`config.mk`:
```
export PLATFORM = sky130hd
export DESIGN_NAME = io_tx_port
export DESIGN_NICKNAME = d
export VERILOG_FILES = /design/src/rtl/io_tx_port.sv
export SDC_FILE = /design/constraint.sdc
export NUM_CORES = 1
export LEC_CHECK = 0
export ABC_AREA = 1
export BUFFER_PORTS_ARGS = -buffer_cell sky130_fd_sc_hd__buf_2
export CAP_MARGIN = 5
export CORE_ASPECT_RATIO = 0.9
export CORE_MARGIN = 4
export CORE_UTILIZATION = 65
export CTS_CLUSTER_SIZE = 30
export DETAILED_ROUTE_END_ITERATION = 10
export GPL_TIMING_DRIVEN = 0
export PLACE_DENSITY_LB_ADDON = 0.2
export SLEW_MARGIN = 20
export SYNTH_ARGS = -nofsm -noshare
export SYNTH_HDL_FRONTEND = slang
export SYNTH_SLANG_ARGS = --single-unit
```
`constraint.sdc`:
```
create_clock -name clk -period 4.46 [get_ports clk]
set_input_delay 0.223 -clock clk [delete_from_list [all_inputs] [get_ports clk]]
set_output_delay 0.223 -clock clk [all_outputs]
set_load 0.05 [all_outputs]
```
`src/rtl/io_tx_port.sv`:
```
// CPU OUT-port peripheral: byte FIFO feeding an 8N1 serial transmitter.
// Writes never stall; a write to a full FIFO is dropped and flagged in overflow.
//
// state   | meaning
// S_IDLE  | line high, waiting for a buffered byte
// S_START | start bit (low) for CLKS_PER_BIT cycles
// S_DATA  | 8 data bits, LSB first
// S_STOP  | stop bit (high); chains straight into the next frame if data waits
module io_tx_port #(
  parameter int CLKS_PER_BIT = 16,
  parameter int FIFO_AW      = 2
) (
  input  logic       clk,
  input  logic       async_nreset,
  input  logic [7:0] io_data,
  input  logic       io_write,
  input  logic       clear_overflow,
  output logic       tx,
  output logic       busy,
  output logic       fifo_full,
  output logic       overflow
);

  localparam int DEPTH = 1 << FIFO_AW;
  localparam int CW    = $clog2(CLKS_PER_BIT);
  localparam logic [CW-1:0]      CYC_LAST = CW'(CLKS_PER_BIT - 1);
  localparam logic [FIFO_AW:0]   DEPTH_C  = (FIFO_AW + 1)'(DEPTH);
  localparam logic [FIFO_AW-1:0] PTR_ONE  = FIFO_AW'(1);
  localparam logic [FIFO_AW:0]   CNT_ONE  = (FIFO_AW + 1)'(1);
  localparam logic [CW-1:0]      CYC_ONE  = CW'(1);

  typedef enum logic [1:0] {S_IDLE, S_START, S_DATA, S_STOP} state_e;

  logic [7:0]         mem_q [DEPTH];
  logic [FIFO_AW-1:0] wr_ptr_q, rd_ptr_q;
  logic [FIFO_AW:0]   count_q, count_d;
  logic               ovf_q, ovf_d;
  state_e             state_q, state_d;
  logic [CW-1:0]      cyc_q, cyc_d;
  logic [2:0]         bit_q, bit_d;
  logic [7:0]         shreg_q, shreg_d;
  logic               tx_q, tx_d;
  logic               pop, push, drop, full, cyc_last, have_data;

  assign full      = (count_q == DEPTH_C);
  assign have_data = (count_q != '0);
  // A pop on the same edge frees a slot, so a write to a full FIFO still lands.
  assign push      = io_write && (!full || pop);
  assign drop      = io_write && full && !pop;
  assign cyc_last  = (cyc_q == CYC_LAST);

  always_comb begin
    count_d = count_q;
    case ({push, pop})
      2'b10:   count_d = count_q + CNT_ONE;
      2'b01:   count_d = count_q - CNT_ONE;
      default: count_d = count_q;
    endcase
  end

  always_comb begin
    ovf_d = ovf_q;
    if (drop)                ovf_d = 1'b1;
    else if (clear_overflow) ovf_d = 1'b0;
  end

  always_comb begin
    state_d = state_q;
    cyc_d   = cyc_q;
    bit_d   = bit_q;
    shreg_d = shreg_q;
    tx_d    = tx_q;
    pop     = 1'b0;
    case (state_q)
      S_IDLE: begin
        tx_d = 1'b1;
        if (have_data) begin
          pop     = 1'b1;
          shreg_d = mem_q[rd_ptr_q];
          cyc_d   = '0;
          bit_d   = '0;
          tx_d    = 1'b0;
          state_d = S_START;
        end
      end
      S_START: begin
        if (cyc_last) begin
          cyc_d   = '0;
          tx_d    = shreg_q[0];
          state_d = S_DATA;
        end else begin
          cyc_d = cyc_q + CYC_ONE;
        end
      end
      S_DATA: begin
        if (cyc_last) begin
          cyc_d   = '0;
          shreg_d = shreg_q >> 1;
          if (bit_q == 3'd7) begin
            tx_d    = 1'b1;
            state_d = S_STOP;
          end else begin
            bit_d = bit_q + 3'd1;
            tx_d  = shreg_q[1];
          end
        end else begin
          cyc_d = cyc_q + CYC_ONE;
        end
      end
      S_STOP: begin
        if (cyc_last) begin
          cyc_d = '0;
          if (have_data) begin
            pop     = 1'b1;
            shreg_d = mem_q[rd_ptr_q];
            bit_d   = '0;
            tx_d    = 1'b0;
            state_d = S_START;
          end else begin
            tx_d    = 1'b1;
            state_d = S_IDLE;
          end
        end else begin
          cyc_d = cyc_q + CYC_ONE;
        end
      end
      default: begin
        tx_d    = 1'b1;
        state_d = S_IDLE;
      end
    endcase
  end

  always_ff @(posedge clk) begin
    if (push) mem_q[wr_ptr_q] <= io_data;
  end

  always_ff @(posedge clk or negedge async_nreset) begin
    if (!async_nreset) begin
      wr_ptr_q <= '0;
      rd_ptr_q <= '0;
      count_q  <= '0;
      ovf_q    <= 1'b0;
      state_q  <= S_IDLE;
      cyc_q    <= '0;
      bit_q    <= '0;
      shreg_q  <= '0;
      tx_q     <= 1'b1;
    end else begin
      if (push) wr_ptr_q <= wr_ptr_q + PTR_ONE;
      if (pop)  rd_ptr_q <= rd_ptr_q + PTR_ONE;
      count_q <= count_d;
      ovf_q   <= ovf_d;
      state_q <= state_d;
      cyc_q   <= cyc_d;
      bit_q   <= bit_d;
      shreg_q <= shreg_d;
      tx_q    <= tx_d;
    end
  end

  assign tx        = tx_q;
  assign busy      = (state_q != S_IDLE) || have_data;
  assign fifo_full = full;
  assign overflow  = ovf_q;

endmodule

```
==> impl_metrics.json <==
{
  "outcome": "finished, final reports clean",
  "final_hold_viol_count": 0,
  "power_density_nw_per_um2": 459.8,
  "detail_route.iter0.violations": 77,
  "dominantRegCellSynth": "edfxtp_1",
  "report.final.setup_viol": 0,
  "htree_num_levels": 3,
  "final_layout_size_suffix_gt1_frac": 0.1656,
  "dp_cells": 340,
  "holdPathEnd": "overflow",
  "final.setup_skew_ns": 0.01174,
  "regToRegStartpoint": "state_q[0]",
  "synth_seq_area_share": 0.5796,
  "reg2reg_depth": 11,
  "netlist.top_cell.by_area": "edfxtp_1",
  "worst_setup_path_end_kind": "flop",
  "drt-pass1-iter-count": 4,
  "async_flop_share": 0.4483,
  "ctsRootBufferMaster": "clkbuf_8",
  "postCtsSetupBuffers": 0,
  "rrSetupSlack_ns": 1.93,
  "synth_enable_flop_cells": 32,
  "placedInstanceArea_um2": 2918,
  "clock_insertion_delay_worst_skew_ns": 0.34,
  "rows": 22,
  "area.growth.synth_to_final_pct": 12.64,
  "required_ns": 4.67,
  "route.antenna.remaining_nets": 0,
  "port_buffers": 15,
  "post_syn_nets": 304,
  "stdcell_area_um2": 3134,
  "yosysMostFrequentCell": "nand2_1",
  "crit_arrival_ns": 2.73,
  "synth_cells": 277,
  "finalMaxSlewViolations": 0,
  "chipHeight_um": 70.07,
  "critical_r2r_capture": "count_q[2]",
  "cts_resized": 0,
  "postLayoutSetupSlackWorst_ns": 1.935,
  "setup_total_negative_slack_ns": 0,
  "minimum_period_implied_by_the_final_worst_setup_slack_ns": 2.525,
  "grt_antenna_before_repair": 0,
  "placement.setup.worst_slack_ns": 1.969,
  "synthTopCellsByCount": "nand2_1 (61), inv_1 (36), edfxtp_1 (32), nor2_1 (28), dfrtp_1 (25)",
  "grt_util_all_layers": 0.2088,
  "ys_top_cells_by_area": "edfxtp_1 (35%), dfrtp_1 (22%), nand2_1 (8.2%)",
  "max_freq_ghz": 0.3960,
  "hpwl_um": 3337,
  "timing.critical_path.from_type": "flop",
  "initial_utilization": 0.6785,
  "routabilityCongestion": 0.8091,
  "io_pins": 16,
  "drt_wl_total_um": 4920,
  "vias_per_cell": 5.346,
  "synth_area_per_cell_um2": 10.05,
  "hold_depth": 2,
  "setup.worst_path.class": "flop to flop",
  "utilization": 0.7642,
  "ant_diodes": 0,
  "synth_top_area_share": 0.3453,
  "instances_no_fill": 356,
  "relSlewSlack": 0.4987,
  "die_width_um": 76.97,
  "tightest_slew_ns": 0.7492,
  "tritoncts": "yes",
  "static-leakage-power_nw": 1.423,
  "via_count_of_the_first_global_routing_pass": 1914,
  "dieArea_um2": 5393,
  "vias": 1903,
  "tritoncts_num_sinks": 58,
  "hold_path_startpoint": "clear_overflow",
  "max-vdd-ir-drop_uv": 457.6,
  "grt-ovfl-total": 0,
  "fin_crit_sh": 0.5662,
  "synth_seq_cells": 58,
  "cts_buffers": 9,
  "clkTransAtPathRegs_ns": 0.07,
  "grt_max_degree": 27,
  "nets": 331,
  "cts_hold_repair.buffers": 1,
  "path_max_fanout": 7,
  "first_pass_grt_wire_length_um": 8611,
  "drv.max_cap_violation_count": 0,
  "min-delay-path-class": "input port to flop",
  "unrepaired_setup_endpoints_after_global_routing": "no",
  "drcViolationCount": 0,
  "synth_warnings": 0,
  "core_area_um2": 4101,
  "routedWlPerCell_um": 13.82,
  "area_of_the_mapped_netlist_um2": 2783,
  "synth.distinct_cells": 33,
  "clock_path_buffers": 2
}
## sequential cells by signal (all words and copies together) (netlist names)
register  cells
bit_q         3
count_q       3
cyc_q         4
mem_q        32
overflow      1
rd_ptr_q      2
shreg_q       8
state_q       2
tx            1
wr_ptr_q      2
## worst max path at each step
stage / startpoint / end / cells past startpoint
6_report: state_q[0] / count_q[2] / 11
5_1_grt: state_q[0] / count_q[2] / 11
4_1_cts: state_q[0] / count_q[2] / 11
3_5_place_dp: state_q[0] / count_q[2] / 11
3_3_place_gp: state_q[0] / count_q[2] / 11
2_1_floorplan: count_q[1] / count_q[2] / 9
## kinds of logic (layout without fill, tap and decap cells)
| group | count (synthesis) | in the layout | share of synthesized area |
|---|---|---|---|
| adders and majority gates | 15 | 15 | 0.07014 |
| AOI/OAI and AO/OA | 42 | 42 | 0.08723 |
| and+or+nand+nor | 117 | 117 | 0.1934 |
| buffers and inverters | 43 | 74 | 0.06340 |
| xor gates and xnor gates | 2 | 2 | 0.006296 |
| DFF | 58 | 58 | 0.5796 |
## stage by stage
step                      hold WS [ns]  total power [mW]
after floorplan               -0.07259            0.8782
after global routing           0.08017             1.517
after CTS                      0.07106             1.455
after global placement          0.2578            0.9329
final                          0.07428             1.441
after detailed placement        0.2667            0.9442
## routing by layer
layer  share of wire  track usage  vias to the layer above
li1                -            -                      964
met1            0.45       0.2547                      892
met2            0.48       0.3453                       42
met3           0.060      0.07732                        5
met4           0.011      0.06719                        0
met5               0            0                        -
## power by group
group | internal (mW) | switching, mW | total, mW
Combinational | 0.0694 | 0.162 | 0.231
Clock | 0.308 | 0.202 | 0.510
Sequential | 0.657 | 0.0434 | 0.700
## worst max-delay path, cell delays in order (launching register included)
cell	delay [ns]
dfrtp_1	0.46
inv_1	0.12
ha_1	0.36
a21oi_2	0.17
nand2_2	0.14
inv_1	0.12
ha_1	0.16
inv_1	0.07
fa_1	0.38
a21oi_1	0.15
o21ai_0	0.12
xor2_1	0.15
## area by class of cell
cell class                 count  area (um2)
clock buffer                   9       123.9
buffer                         6       37.54
tap                           48       60.06
fill                         272       967.2
clock inverter                 6       82.58
multi-input combinational    176       993.5
timing repair buffer          16       85.08
inverter                      37       138.9
sequential                    58        1613
## cell usage in the layout (no fill, tap or decap), types with 2 or more instances in the layout
master,count
nand2_1,61
a21oi_1,8
nand3_2,2
nor2_1,28
clkinv_2,3
nand4_1,2
nand2_4,2
buf_2,18
o21ai_1,4
dfrtp_1,25
o21ai_0,18
nand3_1,13
inv_1,36
edfxtp_1,32
o211ai_1,9
or2_2,3
clkbuf_8,9
ha_1,14
bufinv_16,2
Power figures use the tool's default switching activity.
